File: config.mk
export PLATFORM = sky130hd
export DESIGN_NAME = ram_arbiter
export DESIGN_NICKNAME = d
export VERILOG_FILES = /design/src/rtl/ram_arbiter.sv
export SDC_FILE = /design/constraint.sdc
export NUM_CORES = 1
export LEC_CHECK = 0
export ABC_AREA = 1
export BUFFER_PORTS_ARGS = -buffer_cell sky130_fd_sc_hd__buf_2
export CORE_AREA = 2 2 89 91
export CTS_BUF_LIST = sky130_fd_sc_hd__clkbuf_4
export DETAILED_ROUTE_END_ITERATION = 10
export DIE_AREA = 0 0 91 93
export PLACE_DENSITY = 0.68
export RECOVER_POWER = 25
export SLEW_MARGIN = 15
export SYNTH_ARGS = -nofsm -noshare
export SYNTH_HDL_FRONTEND = slang
export SYNTH_SLANG_ARGS = --single-unit
export TNS_END_PERCENT = 100
File: constraint.sdc
create_clock -name clk_i -period 1.2 [get_ports clk_i]
set_input_delay 0 -clock clk_i [delete_from_list [all_inputs] [get_ports clk_i]]
set_output_delay 0 -clock clk_i [all_outputs]
set_load 0.03 [all_outputs]
File: src/rtl/ram_arbiter.sv
// Round-robin arbiter for two requesters sharing one single-port synchronous RAM,
// plus a sequencer that zero-fills the whole RAM on request.
module ram_arbiter #(
    parameter int ADDR_W = 8,
    parameter int DATA_W = 32
) (
    input  logic              clk_i,
    input  logic              rst_i,
    input  logic              r0_valid_i,
    output logic              r0_ready_o,
    input  logic              r0_we_i,
    input  logic [ADDR_W-1:0] r0_addr_i,
    input  logic [DATA_W-1:0] r0_wdata_i,
    output logic              r0_rvalid_o,
    output logic [DATA_W-1:0] r0_rdata_o,
    input  logic              r1_valid_i,
    output logic              r1_ready_o,
    input  logic              r1_we_i,
    input  logic [ADDR_W-1:0] r1_addr_i,
    input  logic [DATA_W-1:0] r1_wdata_i,
    output logic              r1_rvalid_o,
    output logic [DATA_W-1:0] r1_rdata_o,
    input  logic              clear_i,
    output logic              busy_o,
    output logic              clear_done_o,
    output logic [ADDR_W-1:0] ram_addr_o,
    output logic [DATA_W-1:0] ram_wdata_o,
    output logic              ram_we_o,
    input  logic [DATA_W-1:0] ram_rdata_i
);

    typedef enum logic {ARB, CLEAR} state_t;

    localparam logic [ADDR_W-1:0] CNT_LAST = '1;

    state_t            state_q, state_d;
    logic [ADDR_W-1:0] cnt_q;
    logic              last_q;      // 1: requester 1 was granted last
    logic              rd_pend_q;
    logic              rd_owner_q;
    logic              done_q;
    logic              gnt0, gnt1;

    // Handshake: a request transfers in the cycle where valid and ready are both
    // high; ready is combinational and only ever high for the granted requester.
    always_comb begin
        gnt0        = 1'b0;
        gnt1        = 1'b0;
        state_d     = state_q;
        ram_we_o    = 1'b0;
        ram_addr_o  = '0;
        ram_wdata_o = '0;
        if (!rst_i) begin
            case (state_q)
                ARB: begin
                    if (r0_valid_i && (!r1_valid_i || last_q)) begin
                        gnt0 = 1'b1;
                    end else if (r1_valid_i) begin
                        gnt1 = 1'b1;
                    end
                    if (gnt0) begin
                        ram_we_o    = r0_we_i;
                        ram_addr_o  = r0_addr_i;
                        ram_wdata_o = r0_wdata_i;
                    end else if (gnt1) begin
                        ram_we_o    = r1_we_i;
                        ram_addr_o  = r1_addr_i;
                        ram_wdata_o = r1_wdata_i;
                    end
                    if (clear_i) begin
                        state_d = CLEAR;
                    end
                end
                CLEAR: begin
                    ram_we_o   = 1'b1;
                    ram_addr_o = cnt_q;
                    if (cnt_q == CNT_LAST) begin
                        state_d = ARB;
                    end
                end
                default: state_d = ARB;
            endcase
        end
    end

    always_ff @(posedge clk_i) begin
        if (rst_i) begin
            state_q    <= ARB;
            cnt_q      <= '0;
            last_q     <= 1'b1;
            rd_pend_q  <= 1'b0;
            rd_owner_q <= 1'b0;
            done_q     <= 1'b0;
        end else begin
            state_q   <= state_d;
            cnt_q     <= (state_q == CLEAR) ? cnt_q + 1'b1 : '0;
            done_q    <= (state_q == CLEAR) && (cnt_q == CNT_LAST);
            rd_pend_q <= (gnt0 && !r0_we_i) || (gnt1 && !r1_we_i);
            if (gnt0 || gnt1) begin
                last_q     <= gnt1;
                rd_owner_q <= gnt1;
            end
        end
    end

    assign r0_ready_o   = gnt0;
    assign r1_ready_o   = gnt1;
    assign busy_o       = (state_q == CLEAR);
    assign clear_done_o = done_q;
    // The RAM's registered output already holds the read word; just steer it.
    assign r0_rvalid_o  = rd_pend_q && !rd_owner_q;
    assign r1_rvalid_o  = rd_pend_q && rd_owner_q;
    assign r0_rdata_o   = r0_rvalid_o ? ram_rdata_i : '0;
    assign r1_rdata_o   = r1_rvalid_o ? ram_rdata_i : '0;

endmodule

==> flow_summary.toml, run 1 <==
[power]
switchingPower_mw = 1.030
switching_share_pct = 45.68
p_clk_share_pct = 13.7
power.leakage_nw = 2.429
p_int_mw = 1.225
sequentialPowerShare_pct = 20.2
ir_drop_mv = 0.6857
power_frac_comb_pct = 66.1
power_density_nw_per_um2 = 481.9

[yosys]
synthTopCellsByArea = "nand2_1 30%, nor2_1 17%, dfxtp_1 16%"
synth.avg_cell_area_um2 = 4.772
synth_top_cell_by_area = "nand2_1"
synth_top_area_share_pct = 30.41
synth_cell_types = 21
synth_flop_cell = "dfxtp_1"
ys_seq_elements = 13
syn_inst = 344
synth_edf_count = 0
syn_nets = 464
netlist_area_um2 = 1642
ys_seq_area_share_pct = 15.85
yosys_warnings = 0
async_reset_ff_share_pct = 0

[critical_path]
cp.required_ns = 1.20
end_kind = "output port"
r2r-end = "clear_done_o"
crit_chain = "nor2_4, nand3_2, inv_4, clkbuf_16, nand2_1, nand2_4, buf_4"
cpLargestDelayFamily = "buffers and inverters"
crit_buf_inv = 3
cp_data_arrival_time_ns = 1.48
rr_startpoint = "busy_o"
path_max_fanout = 12
cpMaxStageDelayCell = "dfxtp_4"
cpPeakStageDelay_ns = 0.36
r2r_setup_slack_ns = 0.09
crit_type = "reg -> out"
rr_worst_depth = 6
crit_path_start_kind = "flop"

[clock_network]
clock-sinks = 13
htreeDepth = 1
clockRootBuffer = "clkbuf_4"
path_clk_slew_ns = 0.08
insertion_delay_ns = 0.29
cts_tree = "yes"
clockBufferDepth = 2
numCtsBuffers = 3

[detailed_routing]
drc = 0
wl_per_cell_um = 14.56
vias_per_cell = 4.540
dr.pass1.iters = 4
ant_nets = 0
drt_wl_total_um = 10090
vias = 3146
drt_iter0_drc = 69

[timing]
rsz0062_at_grt = "yes"
fmax_mhz = 676.4
fin_crit_ns = 1.478
slew_headroom_pct = 75.90
finalSetupViolations = 107
tns_ns = -14.46
worst_slack_ns = -0.2784
hold_viol = 0
worst_pin_slew_ns = 0.3630
skew_ns = 0.004039
whs_ns = 0.02035
fin_crit_sh_pct = 123.2
slew_violations = 0

[floorplan]
dieHeight_um = 93
die_w_um = 91
io_pins = 230
fp-row-count = 32
die_area_um2 = 8463
coreArea_um2 = 7527
initial_utilization_pct = 21.81

[run_status]
status = "finished, violations left"
failed_checks = "negative setup slack"

[worst_hold_path]
hold-path-cell-count = 5
hold_start = "clear_i"
hold_path_end = "busy_o"
hp-class = "in -> reg"

[global_route]
gr-total-overflow = 0
grt_max_degree = 25
grt_antenna_before_repair = 0
grt_pass1_vias = 2998
track_usage_pct = 19.18
grt_pass1_wl_um = 13610

[place]
hpwl_um = 6659
gp_congestion = 0.8071
port_buffers = 229

[cells_and_area]
num-nets-final = 712
syn2layout_area_growth_pct = 185.1
diodes = 0
mostFrequentLayoutCell = "buf_2"
final_cell_mix = "119 x buf_2, 100 x nand2_1, 91 x buf_6, 66 x nor2_4, 50 x inv_1"
drive_above_1_share_pct = 65.48

[job]
max_cap_viol_count = 0
[routing by layer]
metal	up-vias	track usage, %	wire [um]
met4	0	4.672	184
met5	-	0	0
met3	16	2.901	668
met2	141	38.64	5459
met1	1479	20.73	3778
li1	1510	-	-
[final cells by class]
class,instances,area (um2)
Inverter,62,250.2
Timing Repair Buffer,258,2173
Sequential cell,13,275.3
Multi-Input combinational cell,254,1823
Fill cell,640,2848
Tap cell,102,127.6
Clock buffer,4,30.03
[cell usage after synthesis, types with 2 or more instances]
cell        n
dfxtp_1    13
buf_4       3
inv_2       3
nand3_1    24
nand2_1   133
buf_6       4
nand2_2     2
buf_2       2
o21ai_0     4
a21oi_1     9
inv_1      58
nor2_1     75
clkbuf_1    6
[metrics by stage]
step	area [um2]	setup slack, ns	util (%)	power (mW)	std cells
after floorplan	2121	-0.004364	-	1.195	344
after global placement	3460	0.01625	45.96	1.596	677
after detailed placement	3460	-0.01337	45.96	1.613	677
after CTS	4188	-0.2734	55.64	2.145	688
after global routing	4679	-0.3504	62.17	2.370	693
final	4679	-0.2784	62.17	2.255	693
[cells by family (layout without fill, tap and decap cells)]
| family | after synthesis | after routing | share of synthesized area [%] |
|---|---|---|---|
| adder cells (fa/ha/maj) | 1 | 1 | 0.7621 |
| AO/OA/AOI/OAI | 14 | 14 | 4.954 |
| AND/OR/NAND/NOR | 239 | 239 | 58.08 |
| flip-flops | 13 | 13 | 15.85 |
| buffers and inverters | 77 | 324 | 20.35 |
[worst max-delay path by stage]
stage	startpoint	endpoint	slack (ns)	depth (start not counted)
floorplan	busy_o	ram_wdata_o[10]	-0.004	7
global placement	busy_o	ram_wdata_o[29]	0.02	7
detailed placement	last_q	ram_wdata_o[28]	-0.01	8
CTS	busy_o	ram_wdata_o[8]	-0.27	7
global route	busy_o	ram_wdata_o[28]	-0.35	7
finish	busy_o	ram_wdata_o[15]	-0.28	7
[power groups by stage]
stage               clock, mW  sequential, mW  combinational (mW)
finish                  0.308           0.457                1.49
global route            0.330           0.458                1.58
CTS                     0.314           0.459                1.37
detailed placement          0           0.464                1.15
global placement            0           0.463                1.13
floorplan                   0           0.467               0.727
[sequential cells by signal, indices dropped and copies added, names as in the netlist]
signal and count:
clear_done_o 1, last_q 1, rd_pend_q 1, cnt_q 8, rd_owner_q 1, busy_o 1
[worst register-to-register path, delay by kind of cell (launching register included)]
family                 cells  cell delay [ns]
and+or+nand+nor            3             0.36
buffers and inverters      3             0.32
DFF                        1             0.36
[what timing repair did]
item                       CTS  global route
hold endpoints to repair     1             0
gates cloned                 4             3
hold buffers                 2             0
pin swaps                    5             2
setup endpoints to repair  108           108
setup buffers                1             2
gates resized for setup    195           112
No activity file was read; power rests on OpenSTA's default activity.
==> inputs of run 2 (changes only) <==
--- a/config.mk
+++ b/config.mk
@@ -7,12 +7,14 @@
 export LEC_CHECK = 0
 export ABC_AREA = 1
 export BUFFER_PORTS_ARGS = -buffer_cell sky130_fd_sc_hd__buf_2
-export CORE_AREA = 2 2 89 91
+export CELL_PAD_IN_SITES_DETAIL_PLACEMENT = 0
+export CELL_PAD_IN_SITES_GLOBAL_PLACEMENT = 1
+export CORE_UTILIZATION = 17
 export CTS_BUF_LIST = sky130_fd_sc_hd__clkbuf_4
 export DETAILED_ROUTE_END_ITERATION = 10
-export DIE_AREA = 0 0 91 93
-export PLACE_DENSITY = 0.68
+export PLACE_DENSITY = 0.91
 export RECOVER_POWER = 25
+export SKIP_LAST_GASP = 1
 export SLEW_MARGIN = 15
 export SYNTH_ARGS = -nofsm -noshare
 export SYNTH_HDL_FRONTEND = slang
==> flow_summary.toml, run 2 (synthesized netlist as in run 1, its figures left out) <==
[critical_path]
crit_type = "reg -> out"
crit_path_start_kind = "flop"
path_max_fanout = 6
r2r_setup_slack_ns = 0.07
rr_startpoint = "cnt_q[1]"
r2r-end = "clear_done_o"
cp_data_arrival_time_ns = 1.49
cp.required_ns = 1.20
end_kind = "output port"
rr_worst_depth = 5

[global_route]
track_usage_pct = 16.24
grt_pass1_vias = 2824
gr-total-overflow = 0
grt_antenna_before_repair = 0
grt_max_degree = 25
grt_pass1_wl_um = 13180

[place]
port_buffers = 229
post_dp_cell_area_um2 = 3511
gp_congestion = 0.8256
hpwl_um = 6888
dp_cells = 703

[cells_and_area]
mostFrequentLayoutCell = "buf_2"
seqCellArea_um2 = 272.8
drive_above_1_share_pct = 65.60
num-nets-final = 717
largest_register = "cnt_q"
multi_input_area_um2 = 1749
fin_area_um2 = 4666
fillers = 895
syn2layout_area_growth_pct = 184.2
final_cell_mix = "121 x buf_2, 84 x nand2_1, 76 x buf_6, 49 x inv_1, 47 x nor2_4"
fin_cells = 726
largest_register_ffs = 8

[timing]
fin_crit_sh_pct = 124.6
rsz0062_at_grt = "yes"
worst_pin_slew_ns = 0.3863
fin_crit_ns = 1.495
slew_headroom_pct = 74.35
tns_ns = -19.14
hold_viol = 0
skew_ns = 0.002944
slew_violations = 0
worst_slack_ns = -0.2947
finalSetupViolations = 108
whs_ns = 0.02864
fmax_mhz = 669.0

[detailed_routing]
ant_nets = 0
dr.pass1.iters = 4
drt_wl_total_um = 10050
vias = 3120
wl_per_cell_um = 13.84
vias_per_cell = 4.298
drt_iter0_drc = 61
drc = 0

[floorplan]
coreArea_um2 = 9284
io_pins = 230
die_w_um = 100.3
die_area_um2 = 10050
initial_utilization_pct = 17.68
dieHeight_um = 100.3
fp-row-count = 35

[clock_network]
cts_tree = "yes"
insertion_delay_ns = 0.29
clock-sinks = 13
numCtsBuffers = 3
clockBufferDepth = 2
clockRootBuffer = "clkbuf_4"
htreeDepth = 1
path_clk_slew_ns = 0.08

[run_status]
failed_checks = "negative setup slack"
status = "finished, violations left"

[power]
power.leakage_nw = 2.500
power_density_nw_per_um2 = 499.3
ir_drop_mv = 0.3183

[job]
max_cap_viol_count = 0

[worst_hold_path]
hold-path-cell-count = 5
hold_start = "clear_i"
hp-class = "in -> reg"
hold_path_end = "busy_o"
## run 2: cell types whose count changed in the layout (fill, tap and decap cells not counted), moves of 4 or more
cell | before | now
nand2_2 | 5 | 17
buf_6 | 91 | 76
nand2_1 | 100 | 84
buf_12 | 5 | 10
nand2_4 | 29 | 33
nor2_1 | 10 | 28
buf_4 | 32 | 46
nor2_4 | 66 | 47
## run 2: critical path, stage by stage (launching register included)
cell and delay, ns:
dfxtp_4 0.36, nor2_4 0.15, nand3_2 0.12, clkinv_4 0.11, clkbuf_16 0.15, nand2_1 0.09, nand2_4 0.09, buf_6 0.13
## run 2: worst max path at each step
stage	slack, ns	cells after the start	startpoint	endpoint
global placement	-0.03	8	last_q	ram_wdata_o[25]
CTS	-0.26	7	busy_o	ram_wdata_o[9]
global route	-0.35	7	busy_o	ram_wdata_o[2]
detailed placement	-0.04	8	last_q	ram_wdata_o[25]
floorplan	-0.004	7	busy_o	ram_wdata_o[10]
finish	-0.29	7	busy_o	ram_wdata_o[2]
## run 2: final cells by class
| class | instances | area share [%] |
|---|---|---|
| repair buffers | 263 | 47.22 |
| multi-input cells | 254 | 37.49 |
| flip-flops and latches | 13 | 5.846 |
| inverters | 62 | 5.283 |
| well taps | 129 | 3.459 |
| clock buffers | 4 | 0.6436 |
| diodes | 1 | 0.05363 |
## run 2: metal layers
layer  part of all wire, %  vias to the layer above  global-route usage [%]
met5                     0                        -                       0
met4                   1.8                        0                   3.344
met3                   6.6                       16                   3.134
met2                    56                      131                   33.03
met1                    35                     1457                   16.95
li1                      -                     1516                       -
## run 2: where the power goes
part	leakage [nW]	internal (mW)	switching, mW
clock network	0.0184	0.152	0.162
registers	0.107	0.442	0.0131
logic	2.37	0.689	0.871
## run 2: per-stage QoR
step	setup slack, ns	power (mW)	utilization (%)
finish	-0.2947	2.330	50.26
global route	-0.3506	2.441	50.23
CTS	-0.2621	2.144	44.56
detailed placement	-0.04414	1.626	37.82
global placement	-0.02561	1.612	37.82
floorplan	-0.004364	1.195	-
## run 2: repair_timing
| action | CTS | global route |
|---|---|---|
| gates cloned | 4 | 3 |
| resized for setup | 148 | 147 |
| hold endpoints to repair | 1 | 0 |
| hold buffers | 2 | 0 |
| setup endpoints to repair | 106 | 109 |
| buffers inserted | 6 | 4 |
| pin swaps | 0 | 5 |
